**config.mk**
```make
export PLATFORM = sky130hd
export DESIGN_NAME = somador_pipeline
export DESIGN_NICKNAME = d
export VERILOG_FILES = /design/src/rtl/somador_pkg.sv /design/src/rtl/somador_fatia.sv /design/src/rtl/somador_pipeline.sv
export SDC_FILE = /design/constraint.sdc
export NUM_CORES = 1
export LEC_CHECK = 0
export ABC_AREA = 1
export CAP_MARGIN = 25
export CORE_ASPECT_RATIO = 1.25
export CORE_MARGIN = 2
export CORE_UTILIZATION = 50
export DETAILED_ROUTE_END_ITERATION = 6
export GPL_TIMING_DRIVEN = 1
export PLACE_DENSITY = 0.79
export SLEW_MARGIN = 20
export SYNTH_ARGS = -nofsm -noshare
export SYNTH_HDL_FRONTEND = slang
export SYNTH_HIERARCHICAL = 1
export SYNTH_SLANG_ARGS = --single-unit
```
**constraint.sdc**
```tcl
create_clock -name clk -period 2.37 [get_ports clk]
set_input_delay 0.474 -clock clk [delete_from_list [all_inputs] [get_ports clk]]
set_output_delay 0.474 -clock clk [all_outputs]
set_load 0.1 [all_outputs]
```
**src/rtl/somador_pkg.sv**
```systemverilog
// -----------------------------------------------------------------------------
// somador_pkg
// Shared definitions for the pipelined adder/subtractor of the RPN ALU:
//   FLAG_*        bit positions of N/Z/C/V when the flags are packed into a nibble
//   MODE_*        encoding of the Sub input
//   slice_legal   elaboration-time legality check for WIDTH/STAGES
//   slice_width   bits per pipeline slice (WIDTH/STAGES), 0 when illegal
// -----------------------------------------------------------------------------
package somador_pkg;

  localparam int FLAG_N = 0;
  localparam int FLAG_Z = 1;
  localparam int FLAG_C = 2;
  localparam int FLAG_V = 3;

  localparam logic MODE_ADD = 1'b0;
  localparam logic MODE_SUB = 1'b1;

  function automatic bit slice_legal(input int width, input int stages);
    return (width >= 2) && (stages >= 1) && (stages <= width) && ((width % stages) == 0);
  endfunction

  function automatic int slice_width(input int width, input int stages);
    return slice_legal(width, stages) ? (width / stages) : 0;
  endfunction

endpackage

```
**src/rtl/somador_fatia.sv**
```systemverilog
// -----------------------------------------------------------------------------
// somador_fatia
// One registered slice of the carry chain: adds a CW-bit chunk of A and B'
// plus the incoming carry, and registers the carry-out and the stage valid.
// The chunk sum is combinational; the parent delays it to line up with the
// upper chunks.
//   clk, rst_n    clock / asynchronous active-low reset
//   en            pipeline advance (all stages move together)
//   valid_in      valid of the operation entering this slice
//   a, b, cin     operand chunks (b already inverted for SUB) and carry in
//   sum           combinational chunk sum
//   carry         registered carry-out (held across bubbles)
//   valid         registered stage valid
// -----------------------------------------------------------------------------
module somador_fatia
  import somador_pkg::*;
#(
  parameter int CW = 4
) (
  input  logic          clk,
  input  logic          rst_n,
  input  logic          en,
  input  logic          valid_in,
  input  logic [CW-1:0] a,
  input  logic [CW-1:0] b,
  input  logic          cin,
  output logic [CW-1:0] sum,
  output logic          carry,
  output logic          valid
);

  logic [CW:0] total;

  assign total = {1'b0, a} + {1'b0, b} + {{CW{1'b0}}, cin};
  assign sum   = total[CW-1:0];

  // NOTE: non-blocking assignments for every flop, so all slices sample the
  // pre-edge values of their neighbours regardless of evaluation order.
  always_ff @(posedge clk or negedge rst_n) begin
    if (!rst_n) begin
      valid <= 1'b0;
      carry <= 1'b0;
    end else if (en) begin
      valid <= valid_in;
      // Bubbles leave the carry alone; in the last slice this register is Co,
      // which must keep the last valid result.
      if (valid_in) carry <= total[CW];
    end
  end

endmodule

```
**src/rtl/somador_pipeline.sv**
```systemverilog
// -----------------------------------------------------------------------------
// somador_pipeline
// Pipelined WIDTH-bit adder/subtractor with NZCV flags and a valid/ready
// handshake. The carry chain is cut into STAGES slices; operand chunks are
// skewed to meet their carry and finished sum chunks are deskewed so the whole
// result leaves in one cycle. Latency STAGES, throughput one result per cycle.
//   clk, rst_n           clock / asynchronous active-low reset
//   in_valid, in_ready   operand handshake (A, B, Cin, Sub)
//   A, B                 operands
//   Cin                  carry in, ADD only
//   Sub                  MODE_ADD: S=A+B+Cin, MODE_SUB: S=A-B
//   out_valid, out_ready result handshake
//   S, Co, V, Z, N       result, carry-out (SUB: 1 = no borrow), overflow,
//                        zero, negative
// -----------------------------------------------------------------------------
module somador_pipeline
  import somador_pkg::*;
#(
  parameter int WIDTH  = 8,
  parameter int STAGES = 2
) (
  input  logic             clk,
  input  logic             rst_n,
  input  logic             in_valid,
  output logic             in_ready,
  input  logic [WIDTH-1:0] A,
  input  logic [WIDTH-1:0] B,
  input  logic             Cin,
  input  logic             Sub,
  output logic             out_valid,
  input  logic             out_ready,
  output logic [WIDTH-1:0] S,
  output logic             Co,
  output logic             V,
  output logic             Z,
  output logic             N
);

  localparam int CW = slice_width(WIDTH, STAGES);

  if (!slice_legal(WIDTH, STAGES)) begin : g_bad_params
    $error("somador_pipeline: WIDTH must be >= 2 and a multiple of STAGES, 1 <= STAGES <= WIDTH");
  end

  logic             adv;
  logic [WIDTH-1:0] b_eff;
  logic             cin_eff;
  logic [STAGES:0]  v;       // v[s]: valid of the operation sitting at boundary s
  logic [STAGES-1:0] carry;  // registered carry-out of each slice
  logic [WIDTH-1:0] s_next;  // full sum about to be loaded into S
  logic             a_msb;
  logic             b_msb;
  logic             n_q;
  logic             z_q;
  logic             v_q;

  // Single global stall: nothing moves while a result is refused.
  assign adv       = !(out_valid && !out_ready);
  assign in_ready  = adv;

  // Mode is resolved once at the input; slices only ever add.
  assign b_eff     = (Sub == MODE_SUB) ? ~B : B;
  assign cin_eff   = (Sub == MODE_SUB) ? 1'b1 : Cin;

  assign v[0]      = in_valid;
  assign out_valid = v[STAGES];

  for (genvar k = 0; k < STAGES; k++) begin : g_slice
    logic [CW-1:0] a_at;
    logic [CW-1:0] b_at;
    logic          cin_at;
    logic [CW-1:0] sum;
    // Deskew line: chunk k needs STAGES-k registers, the last one being its
    // share of the S output register.
    logic [(STAGES-k)*CW-1:0] s_q;

    if (k == 0) begin : g_direct
      assign a_at   = A[CW-1:0];
      assign b_at   = b_eff[CW-1:0];
      assign cin_at = cin_eff;
    end else begin : g_skew
      // Skew line: chunk k waits k cycles for the carry from slice k-1.
      logic [k*CW-1:0] a_q;
      logic [k*CW-1:0] b_q;

      // NOTE: pure data registers do not strictly need a reset, but clearing
      // them keeps simulation X-free and costs nothing on an async-reset flop.
      always_ff @(posedge clk or negedge rst_n) begin
        if (!rst_n) begin
          a_q <= '0;
          b_q <= '0;
        end else begin
          if (adv && v[0]) begin
            a_q[CW-1:0] <= A[k*CW +: CW];
            b_q[CW-1:0] <= b_eff[k*CW +: CW];
          end
          for (int i = 2; i <= k; i++) begin
            if (adv && v[i-1]) begin
              a_q[(i-1)*CW +: CW] <= a_q[(i-2)*CW +: CW];
              b_q[(i-1)*CW +: CW] <= b_q[(i-2)*CW +: CW];
            end
          end
        end
      end

      assign a_at   = a_q[(k-1)*CW +: CW];
      assign b_at   = b_q[(k-1)*CW +: CW];
      assign cin_at = carry[k-1];
    end

    somador_fatia #(.CW(CW)) u_fatia (
      .clk      (clk),
      .rst_n    (rst_n),
      .en       (adv),
      .valid_in (v[k]),
      .a        (a_at),
      .b        (b_at),
      .cin      (cin_at),
      .sum      (sum),
      .carry    (carry[k]),
      .valid    (v[k+1])
    );

    // Each deskew register loads only when a valid op moves into it, so S
    // keeps its last result while bubbles pass through.
    always_ff @(posedge clk or negedge rst_n) begin
      if (!rst_n) begin
        s_q <= '0;
      end else begin
        if (adv && v[k]) s_q[CW-1:0] <= sum;
        for (int i = 2; i <= STAGES - k; i++) begin
          if (adv && v[k+i-1]) s_q[(i-1)*CW +: CW] <= s_q[(i-2)*CW +: CW];
        end
      end
    end

    assign S[k*CW +: CW] = s_q[(STAGES-k-1)*CW +: CW];

    if (k == STAGES - 1) begin : g_msb
      assign s_next[k*CW +: CW] = sum;
      assign a_msb = a_at[CW-1];
      assign b_msb = b_at[CW-1];
    end else begin : g_low
      assign s_next[k*CW +: CW] = s_q[(STAGES-k-2)*CW +: CW];
    end
  end

  // Flags are formed from the sum entering the output register. V uses the
  // sign form (equal operand signs, different result sign), which equals
  // carry-into-MSB xor carry-out of the MSB.
  always_ff @(posedge clk or negedge rst_n) begin
    if (!rst_n) begin
      n_q <= 1'b0;
      z_q <= 1'b0;
      v_q <= 1'b0;
    end else if (adv && v[STAGES-1]) begin
      n_q <= s_next[WIDTH-1];
      z_q <= ~|s_next;
      v_q <= (a_msb == b_msb) && (s_next[WIDTH-1] != a_msb);
    end
  end

  assign Co = carry[STAGES-1];
  assign V  = v_q;
  assign Z  = z_q;
  assign N  = n_q;

endmodule

```
==> metrics, run 1 <==
status complete, no violations; Place WS -76.36 ps; Hold Slack ~500 ps; initial antenna violation count 0; post-synth top area share 40.69%; Clock transition at path regs between 100 and 150 ps; Final Hold Fails 0; via count roughly 1100; Via density around 4.7; Flop pwr share 29.6%; PnR Total Power approximately 2.2 mW; Layout Utilization about 63%; Syn Std Cell Area roughly 1600 sq um; CP max FO 4; Starting Density approximately 53%; CP max stage delay between 400 and 500 ps; Routed Antenna Nets 0; crit path time final roughly 2100 ps; Area contributors post-synth dfrtp_1, nand2_1, buf_4, o21ai_2, inv_1; HPWL after DPL approximately 2.3 mm; # clock sinks 26; Post-CTS Hold Buffers 0; slowest stage cell, crit path clkdlybuf4s50_1; WL/cell 11.33 um; I/O Buffers 35; Die Width ~55 um; Fillers ~260; DRT iter0 DRCs 19; Final Max Tran Viols 0; switching pwr roughly 1.2 mW; dominant synthesized flop cell dfrtp_1; Critical Path AT about 2400 ps; total global-route track usage 17.75%; skew final around 13 ps; crit-path cells clkdlybuf4s50_1 > or2_2 > fa_1 > inv_1 > fa_1 > inv_1 > nand2_2 > o21ai_2; Max VDD drop a little over 0.9 mV; root buffer cell clkbuf_4; PwrDens about 1200 nW/um^2; clk_lat worst skew 320 ps; Max Cap Viol 0; ant diodes 0; worst setup margin about 270 ps; Num CTS Buffers 3; register area share after synthesis about two fifths; core region area around 3000 sq um; pin count of the biggest net entering global routing 27; I/O pin total 36; Netlist cell types 22; Post-CTS Setup Inserts 0; relative slew slack ~78%; GRT overflow 0; TritonCTS clock tree done; EDFF count, synth 0; part of the cycle the worst path needs approximately nine tenths; H-tree Lvls 1; Critical Path Source Type input port; Post-synth top cells nand2_1, dfrtp_1, inv_1; Int Power slightly above 1 mW; number of synthesized register bits 26; post-synthesis average cell area roughly 8.8 sq um; Die Ht slightly below 70 um; synth warn 6; Die ar. about 3700 sq um; final setup vio count 0; WL final between 2 and 3 mm; critical path type input port to flop; Max clock buf depth 2; Fin Setup TNS 0 ps; first-pass GRT wire length about 4.7 mm; Hold Crit Class input port to async pin; placer congestion estimate roughly 0.84; Area Growth Syn to Fin 17.53%; # DRC 0; Worst setup EP type flop; final net count between 200 and 250; Max Freq 475.7 MHz; Switching Share between 50% and 60%; largest area contributor in the netlist dfrtp_1; Gate Count Post-Synth 181; top-count cell post-synth nand2_1; Clk network pwr share 10.0%; Net Count, Synth between 200 and 250; cts repair resizes 0; proportion of layout cells with a drive suffix above 1 about a fifth; number of global-route vias before repair approximately 1100; fraction of registers with async set or reset after synthesis between 90% and 100%; total iterations of the first detailed-routing run 6; CP required roughly 2600 ps; Gate power share 60.5%; FP Rows 22; RSZ-0062 raised after global routing false; Worst Max-Slew Pin Slew roughly 330 ps; LEAKAGE between 0.9 and 1 nW
==> critical path: cells and delay by family <==
kind                     cells  cell delay, ps
adder cells (fa/ha/maj)      2             800
buffers and inverters        3             640
AND/OR/NAND/NOR              2             380
AO/OA/AOI/OAI                1              50
==> placed cells by master (no fill, tap or decap), types with 4 or more instances in the layout <==
cell type        count
a21oi_1              4
buf_4               16
clkdlybuf4s50_1     21
dfrtp_1             26
fa_1                 4
ha_1                 6
inv_1               23
nand2_1             52
nand3_1              7
nor2_1               5
o21ai_0              4
o21ai_2             10
xnor2_1              6
xor2_1               4
==> kinds of logic after synthesis <==
family / Yosys count / synth area share (%)
AOI/OAI and AO/OA: 22 / 9.389
xor gates and xnor gates: 10 / 5.477
adders and majority gates: 10 / 9.703
buffers and inverters: 42 / 15.49
DFF: 26 / 40.69
and+or+nand+nor: 71 / 19.25
==> stage by stage <==
step / instances / area, sq um
final: 242 / 1879
after global routing: 242 / 1879
after CTS: 242 / 1879
after detailed placement: 238 / 1843
after global placement: 238 / 1843
after floorplan: 181 / 1599
==> layout make-up <==
class                   instances  area, sq um  area share (%)
inverters                      25        96.34           5.127
clock buffers                   4        36.28           1.931
repair buffers                 38        350.3           18.64
well taps                      36        45.04           2.397
flip-flops and latches         26        650.6           34.62
multi-input cells             113        700.7           37.28
==> state kept, by name, indices dropped and copies added, names as in the netlist <==
| name | count |
|---|---|
| N | 1 |
| V | 1 |
| g_slice.s_q | 11 |
| g_slice.u_fatia/carry | 2 |
| g_slice.b_at | 4 |
| Z | 1 |
| g_slice.a_at | 4 |
| g_slice.u_fatia/valid | 2 |
==> path summary, 6_finish.rpt <==
check / startpoint / end / slack, ps / depth (start not counted)
min in group clk: g_slice[1].u_fatia/carry / g_slice[1].u_fatia/carry / 500 / 2
worst max register to register: g_slice[1].a_at[0] / Z / 580 / 9
worst min register to register: g_slice[1].u_fatia/carry / g_slice[1].u_fatia/carry / 500 / 2
max in group asynchronous: rst_n / g_slice[0].s_q[1] / 1610 / 2
worst max-delay path: Sub / g_slice[0].s_q[1] / 270 / 8
worst min-delay path: rst_n / g_slice[1].s_q[0] / 500 / 2
==> power groups by stage <==
stage	Sequential [mW]	Combinational, mW	Clock, mW
after global routing	0.679	1.45	0.253
final	0.659	1.35	0.222
after global placement	0.663	1.33	0
after CTS	0.663	1.36	0.232
after detailed placement	0.673	1.35	0
after floorplan	1.05	0.820	0
==> per-layer routing <==
metal	vias to the layer above	share of wire, %	global-route usage, %
li1	591	-	-
met1	518	42	21.16
met2	34	53	31.70
met3	4	4.4	2.655
met4	0	0.91	5.625
met5	-	0	0
Note: power is estimated with default switching activity, not from simulation.
==> run 2: changes to the inputs <==
--- a/config.mk
+++ b/config.mk
@@ -6,6 +6,7 @@
 export NUM_CORES = 1
 export LEC_CHECK = 0
 export ABC_AREA = 1
+export ABC_CLOCK_PERIOD_IN_PS = 2370
 export CAP_MARGIN = 25
 export CORE_ASPECT_RATIO = 1.25
 export CORE_MARGIN = 2
@@ -13,7 +14,7 @@
 export DETAILED_ROUTE_END_ITERATION = 6
 export GPL_TIMING_DRIVEN = 1
 export PLACE_DENSITY = 0.79
-export SLEW_MARGIN = 20
+export RECOVER_POWER = 50
 export SYNTH_ARGS = -nofsm -noshare
 export SYNTH_HDL_FRONTEND = slang
 export SYNTH_HIERARCHICAL = 1
==> metrics, run 2 (synthesis results as in run 1) <==
CP max stage delay 470 ps (about the same); worst r2r path cells 9 (unchanged); commonest cells after routing, fill and taps aside nand2_1, dfrtp_1, inv_1, clkdlybuf4s50_1, buf_4; final setup vio count 0 (unchanged); initial antenna violation count 0 (unchanged); Final Max Tran Viols 0 (unchanged); crit path to g_slice[0].s_q[1]; Starting Density 53.29% (unchanged); WL/cell 11.38 um (+0.44%); Max VDD drop 0.9044 mV (about the same); PwrDens 1196 nW/um^2 (+0.83%); Routed Antenna Nets 0 (unchanged); relative slew slack 7.227% (-71 points); placer congestion estimate 0.8367 (unchanged); Gate power share 60.3% (-0.2 points); Switching Share 54.94% (+0.056 points); total iterations of the first detailed-routing run 7 (+1); PnR Total Power 2.216 mW (-0.58%); Hold Slack 502.6 ps (+7.239 ps); R2R Path End Z; Place WS -76.36 ps (unchanged); busiest layer in global routing met2; Post-CTS Setup Inserts 0 (unchanged); # clock sinks 26 (unchanged); switching pwr 1.218 mW (-0.48%); # DRC 0 (unchanged); critical path type input port to flop; crit-path cells clkdlybuf4s50_1 > or2_2 > fa_1 > inv_1 > fa_1 > inv_1 > nand2_2 > o21ai_2; I/O pin total 36 (unchanged); proportion of layout cells with a drive suffix above 1 16.99% (-2.4 points); Area Growth Syn to Fin 15.88%; Post-CTS Hold Buffers 0 (unchanged); max FFs per register 11 (unchanged); I/O Buffers 35 (unchanged); Clock transition at path regs 140 ps (about the same); Final Hold Fails 0 (unchanged); skew final 14.19 ps (+1.616 ps); number of global-route vias before repair 1127 (unchanged); Int Power 998.5 uW (-0.70%); Num CTS Buffers 3 (unchanged); GR Layer Usage met1 21.16% (unchanged); Layout Utilization 61.76% (-0.88 points); worst setup margin 264.9 ps (-3.072 ps); final net count 239 (unchanged); Setup crit start Sub; LEAKAGE 0.9716 nW (-1.7%); Die ar. 3669 sq um (unchanged); Critical Path Source Type input port; via count 1141 (-0.52%); FP Rows 22 (unchanged); pin count of the biggest net entering global routing 27 (unchanged); commonest non-fill, non-tap cell in the layout nand2_1; root buffer cell clkbuf_4; Critical Path AT 2360 ps (about the same); Hold Crit Class flop to flop; met3 Use GR 2.655% (unchanged); Reg with most FFs g_slice.s_q; Max Cap Viol 0 (unchanged); slowest stage cell, crit path clkdlybuf4s50_1; CP required 2620 ps (about the same); cell area after placement 1843 sq um (unchanged); Clk network pwr share 10.1% (about the same); RSZ-0062 raised after global routing false; GRT overflow 0 (unchanged); first-pass GRT wire length 4.705 mm (unchanged); Finished Cell Area 1853 sq um (-1.4%); worst path bufs/invs 3 (unchanged); cts repair resizes 0 (unchanged); Worst setup EP type flop; Via density 4.715 (-0.52%); crit path time final 2105 ps (+3.072 ps); WL final 2.754 mm (+0.44%); FF-to-FF setup slack 570 ps (about the same); HPWL after DPL 2.252 mm (unchanged); Flop pwr share 29.6% (about the same); Max Freq 475.0 MHz (-0.15%); Levels on crit path 8 (unchanged); Die Width 54.58 um (unchanged); hold depth 2; clk_lat worst skew 320 ps (about the same); CP max FO 4 (unchanged); Die Ht 67.23 um (unchanged); TritonCTS clock tree done; DRT iter0 DRCs 18 (-1); part of the cycle the worst path needs 88.82% (+0.13 points); Worst Max-Slew Pin Slew 1392 ps (+1059 ps); total global-route track usage 17.75% (unchanged); ant diodes 0 (unchanged); R2R Path Start g_slice[1].a_at[0]; H-tree Lvls 1 (unchanged); critical path's top delay family adder cells; Max clock buf depth 2 (unchanged); status complete, no violations; met2 Usage GRT 31.70% (unchanged); core region area 3000 sq um (unchanged)
-- run 2: layout make-up --
cell class              instances  area [sq um]
fillers                       269          1147
multi-input cells             113         678.2
flip-flops and latches         26         650.6
repair buffers                 38         346.6
inverters                      25         96.34
well taps                      36         45.04
clock buffers                   4         36.28
-- run 2: stage by stage --
| step | std cells | TNS (ps) |
|---|---|---|
| finish | 242 | 0 |
| global route | 242 | 0 |
| CTS | 242 | 0 |
| detailed placement | 238 | -93.37 |
| global placement | 238 | -6.048 |
| floorplan | 181 | 0 |
-- run 2: worst min-delay path by stage --
stage	start	endpoint	slack (ps)
after floorplan	rst_n	N	180
after global placement	g_slice[1].s_q[0]	g_slice[1].s_q[0]	460
after detailed placement	g_slice[1].u_fatia/carry	g_slice[1].u_fatia/carry	470
after CTS	rst_n	g_slice[1].s_q[2]	500
after global routing	g_slice[0].s_q[6]	g_slice[0].s_q[6]	530
final	g_slice[1].u_fatia/carry	g_slice[1].u_fatia/carry	500
-- run 2: worst min-delay path, stage by stage, from the launching register on --
cell and delay (ps):
dfrtp_1 370, nand2_1 60, nand2_1 50
-- run 2: power groups by stage --
stage / combinational, mW / sequential [mW] / clock (mW)
detailed placement: 1.35 / 0.673 / 0
global route: 1.44 / 0.676 / 0.253
floorplan: 0.820 / 1.05 / 0
global placement: 1.33 / 0.663 / 0
CTS: 1.36 / 0.663 / 0.232
finish: 1.34 / 0.656 / 0.223
-- run 2: routing by layer --
layer / vias up / part of all wire, %
met5: - / 0
met4: 0 / 0.51
met3: 2 / 3.8
met2: 34 / 53
met1: 516 / 42
li1: 589 / -
